==> src/rtl/ps2_char_rx_pkg.sv <==
// Shared types, char/scancode constants and the set-2 make-code map for the PS/2 char receiver.
package ps2_char_rx_pkg;

    localparam int unsigned CODE_W = 6;
    localparam int unsigned BYTE_W = 8;

    typedef logic [CODE_W-1:0] char_t;
    typedef logic [BYTE_W-1:0] scan_t;

    typedef enum logic [1:0] {
        ST_IDLE,
        ST_DATA,
        ST_PARITY,
        ST_STOP
    } rx_state_e;

    typedef struct packed {
        logic  hit;
        char_t code;
    } dec_t;

    // Char codes, identical to the renderer's char input encoding
    localparam char_t CH_A = 6'd0;
    localparam char_t CH_B = 6'd1;
    localparam char_t CH_C = 6'd2;
    localparam char_t CH_D = 6'd3;
    localparam char_t CH_E = 6'd4;
    localparam char_t CH_F = 6'd5;
    localparam char_t CH_G = 6'd6;
    localparam char_t CH_H = 6'd7;
    localparam char_t CH_I = 6'd8;
    localparam char_t CH_J = 6'd9;
    localparam char_t CH_K = 6'd10;
    localparam char_t CH_L = 6'd11;
    localparam char_t CH_M = 6'd12;
    localparam char_t CH_N = 6'd13;
    localparam char_t CH_O = 6'd14;
    localparam char_t CH_P = 6'd15;
    localparam char_t CH_Q = 6'd16;
    localparam char_t CH_R = 6'd17;
    localparam char_t CH_S = 6'd18;
    localparam char_t CH_T = 6'd19;
    localparam char_t CH_U = 6'd20;
    localparam char_t CH_V = 6'd21;
    localparam char_t CH_W = 6'd22;
    localparam char_t CH_X = 6'd23;
    localparam char_t CH_Y = 6'd24;
    localparam char_t CH_Z = 6'd25;
    localparam char_t CH_1 = 6'd26;
    localparam char_t CH_2 = 6'd27;
    localparam char_t CH_3 = 6'd28;
    localparam char_t CH_4 = 6'd29;
    localparam char_t CH_5 = 6'd30;
    localparam char_t CH_6 = 6'd31;
    localparam char_t CH_7 = 6'd32;
    localparam char_t CH_8 = 6'd33;
    localparam char_t CH_9 = 6'd34;
    localparam char_t CH_0 = 6'd35;

    localparam scan_t SC_BREAK = 8'hF0;
    localparam scan_t SC_EXT   = 8'hE0;

    localparam scan_t SC_A = 8'h1C;
    localparam scan_t SC_B = 8'h32;
    localparam scan_t SC_C = 8'h21;
    localparam scan_t SC_D = 8'h23;
    localparam scan_t SC_E = 8'h24;
    localparam scan_t SC_F = 8'h2B;
    localparam scan_t SC_G = 8'h34;
    localparam scan_t SC_H = 8'h33;
    localparam scan_t SC_I = 8'h43;
    localparam scan_t SC_J = 8'h3B;
    localparam scan_t SC_K = 8'h42;
    localparam scan_t SC_L = 8'h4B;
    localparam scan_t SC_M = 8'h3A;
    localparam scan_t SC_N = 8'h31;
    localparam scan_t SC_O = 8'h44;
    localparam scan_t SC_P = 8'h4D;
    localparam scan_t SC_Q = 8'h15;
    localparam scan_t SC_R = 8'h2D;
    localparam scan_t SC_S = 8'h1B;
    localparam scan_t SC_T = 8'h2C;
    localparam scan_t SC_U = 8'h3C;
    localparam scan_t SC_V = 8'h2A;
    localparam scan_t SC_W = 8'h1D;
    localparam scan_t SC_X = 8'h22;
    localparam scan_t SC_Y = 8'h35;
    localparam scan_t SC_Z = 8'h1A;
    localparam scan_t SC_1 = 8'h16;
    localparam scan_t SC_2 = 8'h1E;
    localparam scan_t SC_3 = 8'h26;
    localparam scan_t SC_4 = 8'h25;
    localparam scan_t SC_5 = 8'h2E;
    localparam scan_t SC_6 = 8'h36;
    localparam scan_t SC_7 = 8'h3D;
    localparam scan_t SC_8 = 8'h3E;
    localparam scan_t SC_9 = 8'h46;
    localparam scan_t SC_0 = 8'h45;

    // Set-2 make code to char code; hit=0 for anything outside A-Z / 0-9
    function automatic dec_t decode_make(input scan_t sc);
        dec_t d;
        d.hit  = 1'b1;
        d.code = '0;
        case (sc)
            SC_A: d.code = CH_A;
            SC_B: d.code = CH_B;
            SC_C: d.code = CH_C;
            SC_D: d.code = CH_D;
            SC_E: d.code = CH_E;
            SC_F: d.code = CH_F;
            SC_G: d.code = CH_G;
            SC_H: d.code = CH_H;
            SC_I: d.code = CH_I;
            SC_J: d.code = CH_J;
            SC_K: d.code = CH_K;
            SC_L: d.code = CH_L;
            SC_M: d.code = CH_M;
            SC_N: d.code = CH_N;
            SC_O: d.code = CH_O;
            SC_P: d.code = CH_P;
            SC_Q: d.code = CH_Q;
            SC_R: d.code = CH_R;
            SC_S: d.code = CH_S;
            SC_T: d.code = CH_T;
            SC_U: d.code = CH_U;
            SC_V: d.code = CH_V;
            SC_W: d.code = CH_W;
            SC_X: d.code = CH_X;
            SC_Y: d.code = CH_Y;
            SC_Z: d.code = CH_Z;
            SC_1: d.code = CH_1;
            SC_2: d.code = CH_2;
            SC_3: d.code = CH_3;
            SC_4: d.code = CH_4;
            SC_5: d.code = CH_5;
            SC_6: d.code = CH_6;
            SC_7: d.code = CH_7;
            SC_8: d.code = CH_8;
            SC_9: d.code = CH_9;
            SC_0: d.code = CH_0;
            default: d.hit = 1'b0;
        endcase
        return d;
    endfunction

endpackage

==> src/rtl/ps2_char_rx_if.sv <==
// Char stream from the PS/2 receiver to the renderer, plus error/overflow pulses.
interface ps2_char_rx_if;
    import ps2_char_rx_pkg::*;

    logic  char_valid;
    char_t char_code;
    logic  char_ready;
    logic  frame_err;
    logic  overflow;

    modport master (
        output char_valid,
        output char_code,
        output frame_err,
        output overflow,
        input  char_ready
    );

    modport slave (
        input  char_valid,
        input  char_code,
        input  frame_err,
        input  overflow,
        output char_ready
    );

endinterface

==> src/rtl/ps2_char_rx_char_fifo.sv <==
// First-word fall-through sync FIFO with registered head and a drop/overflow pulse.
module char_fifo #(
    parameter int unsigned WIDTH = 6,
    parameter int unsigned DEPTH = 4
) (
    input  logic             clk,
    input  logic             clr,
    input  logic             push,
    input  logic [WIDTH-1:0] wdata,
    input  logic             pop,
    output logic             valid,
    output logic [WIDTH-1:0] rdata,
    output logic             overflow
);

    localparam int unsigned AW = (DEPTH > 1) ? $clog2(DEPTH) : 1;
    localparam int unsigned CW = $clog2(DEPTH) + 1;

    logic [WIDTH-1:0] mem [DEPTH];
    logic [AW-1:0]    wr_ptr, rd_ptr, wr_nxt, rd_nxt;
    logic [CW-1:0]    count, count_nxt;
    logic [WIDTH-1:0] head_nxt;
    logic             full_c, pop_do_c, push_do_c, ovf_c;

    always_comb begin
        full_c    = (count == CW'(DEPTH));
        pop_do_c  = pop && (count != '0);
        push_do_c = push && (!full_c || pop_do_c);
        ovf_c     = push && full_c && !pop_do_c;
        wr_nxt    = wr_ptr + AW'(push_do_c);
        rd_nxt    = rd_ptr + AW'(pop_do_c);
        count_nxt = count + CW'(push_do_c) - CW'(pop_do_c);
        // New head bypasses memory when it lands in the slot being read next
        if (count_nxt == '0) begin
            head_nxt = '0;
        end else if (push_do_c && (rd_nxt == wr_ptr)) begin
            head_nxt = wdata;
        end else begin
            head_nxt = mem[rd_nxt];
        end
    end

    always_ff @(posedge clk) begin
        if (push_do_c) begin
            mem[wr_ptr] <= wdata;
        end
    end

    always_ff @(posedge clk or posedge clr) begin
        if (clr) begin
            wr_ptr   <= '0;
            rd_ptr   <= '0;
            count    <= '0;
            valid    <= 1'b0;
            rdata    <= '0;
            overflow <= 1'b0;
        end else begin
            wr_ptr   <= wr_nxt;
            rd_ptr   <= rd_nxt;
            count    <= count_nxt;
            valid    <= (count_nxt != '0);
            rdata    <= head_nxt;
            overflow <= ovf_c;
        end
    end

endmodule

==> src/rtl/ps2_char_rx.sv <==
// PS/2 keyboard receiver: sync + glitch filter, frame FSM with timeout, set-2 decode, char FIFO.
module ps2_char_rx
    import ps2_char_rx_pkg::*;
#(
    parameter int unsigned FIFO_DEPTH = 4,
    parameter int unsigned FILTER_LEN = 8,
    parameter int unsigned TIMEOUT    = 200000
) (
    input  logic              clk,
    input  logic              clr,
    input  logic              ps2_clk,
    input  logic              ps2_data,
    ps2_char_rx_if.master     chr
);

    localparam int unsigned FCW = $clog2(FILTER_LEN + 1);
    localparam int unsigned TCW = $clog2(TIMEOUT + 1);
    localparam int unsigned BCW = 3;

    logic           clk_s1, clk_s2, data_s1, data_s2;
    logic           filt_clk;
    logic [FCW-1:0] fcnt;
    logic           strobe_c, timeout_c;
    logic [TCW-1:0] tcnt;

    rx_state_e      state, state_nxt;
    scan_t          shift_q, shift_nxt;
    logic [BCW-1:0] bitcnt, bitcnt_nxt;
    logic           par_q, par_nxt;
    logic           byte_done_q, byte_done_nxt;
    logic           frame_err_q, frame_err_nxt;

    logic           brk, ext, push_q;
    char_t          push_code;
    dec_t           dec_c;

    // Two-flop synchronisers; idle-high reset avoids a false edge on release
    always_ff @(posedge clk or posedge clr) begin
        if (clr) begin
            clk_s1  <= 1'b1;
            clk_s2  <= 1'b1;
            data_s1 <= 1'b1;
            data_s2 <= 1'b1;
        end else begin
            clk_s1  <= ps2_clk;
            clk_s2  <= clk_s1;
            data_s1 <= ps2_data;
            data_s2 <= data_s1;
        end
    end

    // Filtered clock flips only after FILTER_LEN consecutive differing samples
    always_comb begin
        strobe_c  = filt_clk && !clk_s2 && (fcnt == FCW'(FILTER_LEN - 1));
        timeout_c = (state != ST_IDLE) && !strobe_c && (tcnt == TCW'(TIMEOUT - 1));
    end

    always_ff @(posedge clk or posedge clr) begin
        if (clr) begin
            filt_clk <= 1'b1;
            fcnt     <= '0;
        end else if (clk_s2 == filt_clk) begin
            fcnt <= '0;
        end else if (fcnt == FCW'(FILTER_LEN - 1)) begin
            filt_clk <= clk_s2;
            fcnt     <= '0;
        end else begin
            fcnt <= fcnt + FCW'(1);
        end
    end

    always_ff @(posedge clk or posedge clr) begin
        if (clr) begin
            tcnt <= '0;
        end else if ((state == ST_IDLE) || strobe_c) begin
            tcnt <= '0;
        end else if (tcnt != TCW'(TIMEOUT - 1)) begin
            tcnt <= tcnt + TCW'(1);
        end
    end

    always_ff @(posedge clk or posedge clr) begin
        if (clr) begin
            state       <= ST_IDLE;
            shift_q     <= '0;
            bitcnt      <= '0;
            par_q       <= 1'b0;
            byte_done_q <= 1'b0;
            frame_err_q <= 1'b0;
        end else begin
            state       <= state_nxt;
            shift_q     <= shift_nxt;
            bitcnt      <= bitcnt_nxt;
            par_q       <= par_nxt;
            byte_done_q <= byte_done_nxt;
            frame_err_q <= frame_err_nxt;
        end
    end

    always_comb begin
        state_nxt     = state;
        shift_nxt     = shift_q;
        bitcnt_nxt    = bitcnt;
        par_nxt       = par_q;
        byte_done_nxt = 1'b0;
        frame_err_nxt = 1'b0;
        if (timeout_c) begin
            state_nxt     = ST_IDLE;
            frame_err_nxt = 1'b1;
        end else if (strobe_c) begin
            case (state)
                ST_IDLE: begin
                    if (!data_s2) begin
                        state_nxt  = ST_DATA;
                        bitcnt_nxt = '0;
                    end else begin
                        frame_err_nxt = 1'b1;
                    end
                end
                ST_DATA: begin
                    shift_nxt  = {data_s2, shift_q[BYTE_W-1:1]};
                    bitcnt_nxt = bitcnt + BCW'(1);
                    if (bitcnt == BCW'(BYTE_W - 1)) begin
                        state_nxt = ST_PARITY;
                    end
                end
                ST_PARITY: begin
                    par_nxt   = data_s2;
                    state_nxt = ST_STOP;
                end
                ST_STOP: begin
                    if (data_s2 && (^{shift_q, par_q})) begin
                        byte_done_nxt = 1'b1;
                    end else begin
                        frame_err_nxt = 1'b1;
                    end
                    state_nxt = ST_IDLE;
                end
                default: state_nxt = ST_IDLE;
            endcase
        end
    end

    assign dec_c = decode_make(shift_q);

    // Break/extended prefixes swallow the next byte; make codes become pushes
    always_ff @(posedge clk or posedge clr) begin
        if (clr) begin
            brk       <= 1'b0;
            ext       <= 1'b0;
            push_q    <= 1'b0;
            push_code <= '0;
        end else begin
            push_q <= 1'b0;
            if (byte_done_q) begin
                if (shift_q == SC_BREAK) begin
                    brk <= 1'b1;
                end else if (shift_q == SC_EXT) begin
                    ext <= 1'b1;
                end else if (brk || ext) begin
                    brk <= 1'b0;
                    ext <= 1'b0;
                end else begin
                    push_q    <= dec_c.hit;
                    push_code <= dec_c.code;
                end
            end
        end
    end

    assign chr.frame_err = frame_err_q;

    char_fifo #(
        .WIDTH (CODE_W),
        .DEPTH (FIFO_DEPTH)
    ) u_fifo (
        .clk      (clk),
        .clr      (clr),
        .push     (push_q),
        .wdata    (push_code),
        .pop      (chr.char_ready),
        .valid    (chr.char_valid),
        .rdata    (chr.char_code),
        .overflow (chr.overflow)
    );

endmodule
==> src/flat_wrapper.sv <==
// flat-port wrapper written by rule: the top's interface ports become plain ports
module ps2_char_rx_flat import ps2_char_rx_pkg::*;
#(
    parameter int unsigned FIFO_DEPTH = 4,
    parameter int unsigned FILTER_LEN = 8,
    parameter int unsigned TIMEOUT    = 200000
)
  (clk, clr, ps2_clk, ps2_data, chr_char_valid, chr_char_code, chr_frame_err, chr_overflow, chr_char_ready);
  ps2_char_rx_if chr_i ();
  input  logic clk;
  input  logic clr;
  input  logic ps2_clk;
  input  logic ps2_data;
  output wire logic [$bits(chr_i.char_valid)-1:0] chr_char_valid;
  output wire logic [$bits(chr_i.char_code)-1:0] chr_char_code;
  output wire logic [$bits(chr_i.frame_err)-1:0] chr_frame_err;
  output wire logic [$bits(chr_i.overflow)-1:0] chr_overflow;
  input wire logic [$bits(chr_i.char_ready)-1:0] chr_char_ready;
  assign chr_char_valid = chr_i.char_valid;
  assign chr_char_code = chr_i.char_code;
  assign chr_frame_err = chr_i.frame_err;
  assign chr_overflow = chr_i.overflow;
  assign chr_i.char_ready = chr_char_ready;
  ps2_char_rx #(.FIFO_DEPTH(FIFO_DEPTH), .FILTER_LEN(FILTER_LEN), .TIMEOUT(TIMEOUT)) u_core (.clk(clk), .clr(clr), .ps2_clk(ps2_clk), .ps2_data(ps2_data), .chr(chr_i));
endmodule
==> config.mk <==
export PLATFORM = sky130hd
export DESIGN_NAME = ps2_char_rx_flat
export DESIGN_NICKNAME = d
export VERILOG_FILES = /design/src/rtl/ps2_char_rx_pkg.sv /design/src/rtl/ps2_char_rx_if.sv /design/src/rtl/ps2_char_rx_char_fifo.sv /design/src/rtl/ps2_char_rx.sv /design/src/flat_wrapper.sv
export SDC_FILE = /design/constraint.sdc
export NUM_CORES = 1
export LEC_CHECK = 0
export ABC_AREA = 1
export CAP_MARGIN = 10
export CORE_MARGIN = 4
export CORE_UTILIZATION = 50
export CTS_CLUSTER_SIZE = 30
export DETAILED_ROUTE_END_ITERATION = 6
export PLACE_DENSITY = 0.78
export SKIP_CTS_REPAIR_TIMING = 1
export SLEW_MARGIN = 10
export SYNTH_ARGS = -nofsm -noshare
export SYNTH_HDL_FRONTEND = slang
export SYNTH_SLANG_ARGS = --single-unit
==> constraint.sdc <==
create_clock -name clk -period 2.5 [get_ports clk]
set_clock_uncertainty 0.1 [all_clocks]
set_input_delay 0.25 -clock clk [delete_from_list [all_inputs] [get_ports clk]]
set_output_delay 0.25 -clock clk [all_outputs]
set_load 0.05 [all_outputs]
==> out/metrics.csv, run 1 <==
metric;value;unit
holdWs;0.179;ns
ant_nets;0;
cts_buffers;9;
cp_max_fo;7;
num_rows;36;
grt_pass1_vias;3851;
drive_gt1_frac;0.127;
drc;0;
fin_area;5500;sq um
routedWlPerCell;13.1;um
r2r-start;u_core.u_fifo.count[0]$_DFF_PP0_;
htree_levels;3;
totalWireLength;10.0;mm
r2r-end;u_core.u_fifo.rdata[5]$_DFF_PP0_;
tritoncts;done;
core-area;9680;sq um
worst-setup-path-type;reg2reg;
grt_max_degree;68;
die_w;107;um
final_nets;644;
rrSetupSlack;0.07;ns
critPathLaunchType;flip-flop;
n_antenna_cell;0;
slew_headroom;0.659;
fin_tns_setup;0;ns
fin_cells;763;
ys_top_cells_by_count;nand2_1 (136), inv_1 (74), nor2_1 (67), dfrtp_1 (62), o21ai_0 (50);
dieArea;11500;sq um
syn_to_final_growth;11.4;%
cp.arrival;2.56;ns
drt_first_pass_iters;4;
r2r_cells;12;
synthArstFlopShare;0.736;
power_leakage;2.66;nW
syn_nets;615;
num_io_pins;14;
yosysMostFrequentCell;nand2_1;
netlist_area;4940;sq um
timing.final.crit_share;0.973;
ys_seq_elements;91;
clock_latency;0.36;ns
rsz0062_at_grt;yes;
grt_use_total;0.186;
gp_congestion;0.933;
die_h;107;um
synth_edf_count;24;
syn_avg_cell_area;8.29;sq um
synth_ff_type;dfrtp_1;
antenna_found_initial;0;
dp_hpwl;7.28;mm
hold_class;in2async;
ir_drop;421;uV
setup_viol;0;
outcome;complete, no violations;
final_hold_viol_count;0;
ys_warn_count;0;
port_buffers;13;
end_kind;flip-flop;
vias;3930;
netlist_instances;596;
cap_violations;0;
grt_pass1_wl;17.4;mm
max_freq;411;MHz
grt-ovfl-total;0;
clock_sinks;91;
synth_cell_types;39;
powerDensity;647;nW/um^2
setup_slack;0.0686;ns
synthTopCellsByArea;dfrtp_1 (31%), edfxtp_1 (15%), nand2_1 (10%);
fin_crit;2.43;ns
tightest_slew;0.507;ns
initial_core_util;0.510;
vias_per_cell;5.15;
clkTransAtPathRegs;0.10;ns
dp_slack;-0.312;ns
dp_cells;744;
required;2.63;ns
synth_area_leader_cell;dfrtp_1;
root_buffer;clkbuf_8;
synth.top_cell.area_share;0.314;
dpl_cell_area;5260;sq um
yosysSeqAreaShare;0.487;
drt_first_iter_violations;235;
final_max_slew_viol_count;0;
clockBufferDepth;2;
-- area by class of cell --
cell class                 instances  area, sq um
fill                             864         4180
sequential                        91         2400
multi-input combinational        415         2190
inverter                          80          300
timing repair buffer              28          255
tap                              133          166
clock buffer                      12          155
clock inverter                     4         31.3
-- power breakdown --
part | switching, W | total (W) | internal, W
Sequential | 0.0000627 | 0.00169 | 0.00163
Combinational | 0.000522 | 0.000930 | 0.000407
Clock | 0.000516 | 0.000938 | 0.000423
-- metrics by stage --
stage / power (W) / utilization
6_report: 0.00356 / 0.568
5_1_grt: 0.00377 / 0.568
4_1_cts: 0.00351 / 0.563
3_5_place_dp: 0.00256 / 0.544
3_3_place_gp: 0.00252 / 0.544
2_1_floorplan: 0.00236 / -
-- flip-flops by register name (all words and copies together), names as in the netlist, 2 cells and up --
register              cells
u_core.u_fifo.rd_ptr      2
u_core.shift_q            8
u_core.state              2
u_core.fcnt               4
u_core.push_code          6
u_core.u_fifo.count       3
u_core.tcnt              18
u_core.u_fifo.wr_ptr      2
u_core.u_fifo.rdata       6
u_core.bitcnt             3
u_core.u_fifo.mem        24
-- layer usage --
layer | track usage | wire (um)
met3 | 0.0258 | 314
met5 | 0 | 0
met2 | 0.311 | 4900
met1 | 0.242 | 4540
met4 | 0.0803 | 262
-- placed cells by master, fill, tap and decap left out, drive strengths merged --
cell type and instances:
xor2 7, a211oi 1, nor2 79, or2 6
a31oi 3, o21a 3, ha 13, and3 1
mux2i 6, o21ai 54, fa 1, nor3 24
nand3b 1, nand3 34, o211ai 6, a21oi 19
inv 82, dfrtp 62, clkinvlp 1, and2 1
xnor2 3, clkdlybuf4s50 13, dfstp 5, buf 15
clkinv 1, edfxtp 24, clkbuf 12, nand4 11
or3 1, nand2 141
-- cells by family after synthesis --
logic type | Yosys count | share of synthesized area
adders and majority gates | 14 | 0.0370
xor gates and xnor gates | 10 | 0.0193
and+or+nand+nor | 299 | 0.275
buffers and inverters | 90 | 0.0758
DFF | 91 | 0.487
muxes | 6 | 0.0122
AOI/OAI and AO/OA | 86 | 0.0937
-- critical path: stages (launching register included) --
cell and delay, ns:
dfrtp_1 0.42, nor2_4 0.14, a21oi_2 0.07, ha_1 0.28, inv_1 0.05, ha_2 0.17
fa_2 0.35, xnor2_2 0.14, xor2_1 0.17, nor3_1 0.13, inv_1 0.13, o21ai_1 0.10
a21oi_1 0.05
-- worst max path at each step --
stage                                      from                               end  slack, ns  cells after the start
4_1_cts        u_core.u_fifo.count[1]$_DFF_PP0_  u_core.u_fifo.rdata[5]$_DFF_PP0_      -0.04                     12
3_5_place_dp                     chr_char_ready  u_core.u_fifo.rdata[0]$_DFF_PP0_      -0.31                     14
5_1_grt        u_core.u_fifo.count[0]$_DFF_PP0_  u_core.u_fifo.rdata[5]$_DFF_PP0_      -0.08                     12
6_report       u_core.u_fifo.count[0]$_DFF_PP0_  u_core.u_fifo.rdata[5]$_DFF_PP0_       0.07                     12
3_3_place_gp                     chr_char_ready  u_core.u_fifo.rdata[0]$_DFF_PP0_      -0.20                     14
2_1_floorplan  u_core.u_fifo.count[1]$_DFF_PP0_  u_core.u_fifo.rdata[0]$_DFF_PP0_       0.11                     13
Note: power is estimated with default switching activity, not from simulation.
==> run 2, diff against run 1 <==
CTS_CLUSTER_DIAMETER = 40   (was default)
PLACE_DENSITY = 0.65   (was 0.78)
==> run 2 against run 1 <==
Die area unchanged. Cell count up 0.13%. Combinational power grew 1%. Clock power grew 19%. Highest routed layer unchanged. First-iteration DRC count is 20% higher. Flip-flop and latch count unchanged. Global-route usage grew 0.41 points.
==> out/metrics.csv, run 2 (synthesis results as in run 1) <==
metric;value;unit;change
outcome;complete, no violations;;
syn_to_final_growth;12.1;%;
drc;0;;unchanged
power_frac_comb;0.251;;-0.010
tightest_slew;0.527;ns;+0.0205 ns
powerDensity;677;nW/um^2;+4.6%
grt-ovfl-total;0;;unchanged
clock_latency;0.36;ns;about the same
cp_max_fo;7;;unchanged
port_buffers;13;;unchanged
power_leakage;2.68;nW;+0.86%
final_hold_viol_count;0;;unchanged
cts_buffers;9;;unchanged
vias;3907;;-0.59%
antenna_found_initial;0;;unchanged
crit_buf_inv;2;;unchanged
dp_cells;746;;+0.27%
clockBufferDepth;2;;unchanged
clock_sinks;91;;unchanged
cp.arrival;2.61;ns;+0.05 ns
intPower;0.00263;W;+6.8%
grt_max_degree;36;;-47%
worst-setup-path-type;reg2reg;;
mostFrequentLayoutCells;nand2_1 (136), inv_1 (73), nor2_1 (66), dfrtp_1 (62), o21ai_0 (46);;
routedWlPerCell;13.3;um;+1.2%
setup_slack;0.0818;ns;+0.0132 ns
ir_drop;391;uV;-7.2%
setup_viol;0;;unchanged
drt_first_iter_violations;281;;+20%
holdWs;0.0899;ns;-0.0893 ns
fin_crit;2.42;ns;-0.0132 ns
path_common_cell;inv_1;;
root_buffer;clkbuf_8;;
p_seq_frac;0.450;;-0.025
critPathLaunchType;flip-flop;;
crit_family;adder cells;;
path_cells;nand3_1, nand2_1, ha_1, inv_1, ha_2, fa_2, xnor2_2, xor2_1, nor3_1, inv_1, o21ai_1, nor2_1;;
max_freq;414;MHz;+0.55%
pwr-share-clk;0.300;;+0.036
largest_register_ffs;24;;unchanged
clkTransAtPathRegs;0.10;ns;about the same
drt_first_pass_iters;5;;+1
cpMaxStageDelayCell;dfrtp_1;;
hold_class;in2async;;
tritoncts;done;;
fin_util;0.572;;+0.00375
vias_per_cell;5.11;;-0.72%
gp_congestion;0.936;;+0.31%
fin_area;5540;sq um;+0.66%
die_w;107;um;unchanged
dieArea;11500;sq um;unchanged
core-area;9680;sq um;unchanged
end_kind;flip-flop;;
dp_hpwl;7.59;mm;+4.2%
ant_nets;0;;unchanged
n_antenna_cell;0;;unchanged
nFillCells;878;;+1.6%
reg_top3;u_core.u_fifo.mem x24, u_core.tcnt x18, u_core.shift_q x8;;
grt_pass1_wl;17.5;mm;+0.75%
htree_levels;3;;unchanged
grt_use_total;0.190;;+0.00411
slew_headroom;0.648;;-0.0115
swShare;0.299;;-0.00994
cap_violations;0;;unchanged
regMostFlops;u_core.u_fifo.mem;;
totalWireLength;10.1;mm;+1.4%
initial_core_util;0.510;;unchanged
dpl_cell_area;5280;sq um;+0.29%
final_max_slew_viol_count;0;;unchanged
p_sw;0.00112;W;+1.9%
num_rows;36;;unchanged
dp_slack;-0.304;ns;+0.00825 ns
required;2.69;ns;+0.06 ns
final_nets;645;;+0.16%
layout_commonest_cell;nand2_1;;
grt_pass1_vias;3848;;-0.078%
rsz0062_at_grt;yes;;
drive_gt1_frac;0.127;;-0.000201
cpPeakStageDelay;0.42;ns;about the same
fin_cells;764;;+0.13%
timing.final.crit_share;0.967;;-0.00527
die_h;107;um;unchanged
num_io_pins;14;;unchanged
run 2: cell count changes in the layout (fill, tap and decap cells not counted):
cell | before | now
buf_4 | 14 | 15
inv_8 | 0 | 1
nand3_1 | 29 | 30
nor2_4 | 5 | 4
bufinv_16 | 0 | 2
inv_4 | 1 | 0
nand3_2 | 4 | 3
nor2_2 | 8 | 9
clkinv_4 | 1 | 2
clkinvlp_4 | 1 | 0
clkbuf_8 | 11 | 9
run 2: worst paths after layout:
check	from	cells after the start	slack, ns	to
min in group clk	ps2_data	1	0.19	u_core.data_s1$_DFF_PP1_
setup reg to reg	u_core.u_fifo.count[2]$_DFF_PP0_	12	0.08	u_core.u_fifo.rdata[2]$_DFF_PP0_
max in group asynchronous	clr	3	1.64	u_core.par_q$_DFFE_PP0P_
setup / recovery	u_core.u_fifo.count[2]$_DFF_PP0_	12	0.08	u_core.u_fifo.rdata[2]$_DFF_PP0_
hold / removal	clr	2	0.09	u_core.tcnt[12]$_DFFE_PP0N_
hold reg to reg	u_core.data_s1$_DFF_PP1_	0	0.26	u_core.data_s2$_DFF_PP1_
run 2: metrics by stage:
| step | TNS (ns) | power (W) |
|---|---|---|
| after floorplan | 0 | 0.00236 |
| after global placement | -1.25 | 0.00256 |
| after detailed placement | -1.84 | 0.00259 |
| after CTS | -0.0816 | 0.00371 |
| after global routing | -0.252 | 0.00395 |
| final | 0 | 0.00375 |
run 2: power groups by stage:
| stage | logic, W | registers [W] | clock network (W) |
|---|---|---|---|
| floorplan | 0.000571 | 0.00179 | 0 |
| global placement | 0.000844 | 0.00171 | 0 |
| detailed placement | 0.000871 | 0.00172 | 0 |
| CTS | 0.000873 | 0.00168 | 0.00115 |
| global route | 0.00104 | 0.00170 | 0.00121 |
| finish | 0.000940 | 0.00169 | 0.00112 |
run 2: cell type report:
cell class,instances,area (sq um),area share
flip-flops and latches,91,2400,0.434
clock inverters,6,97.6,0.0176
multi-input cells,415,2180,0.394
well taps,133,166,0.0300
repair buffers,29,263,0.0474
clock buffers,10,128,0.0230
inverters,80,300,0.0542
run 2: metal layers:
layer	global-route usage	routed length, um	up-vias
met5	0	0	-
met1	0.244	4670	1828
met3	0.0288	304	17
met2	0.321	4940	67
li1	-	-	1995
met4	0.0803	236	0
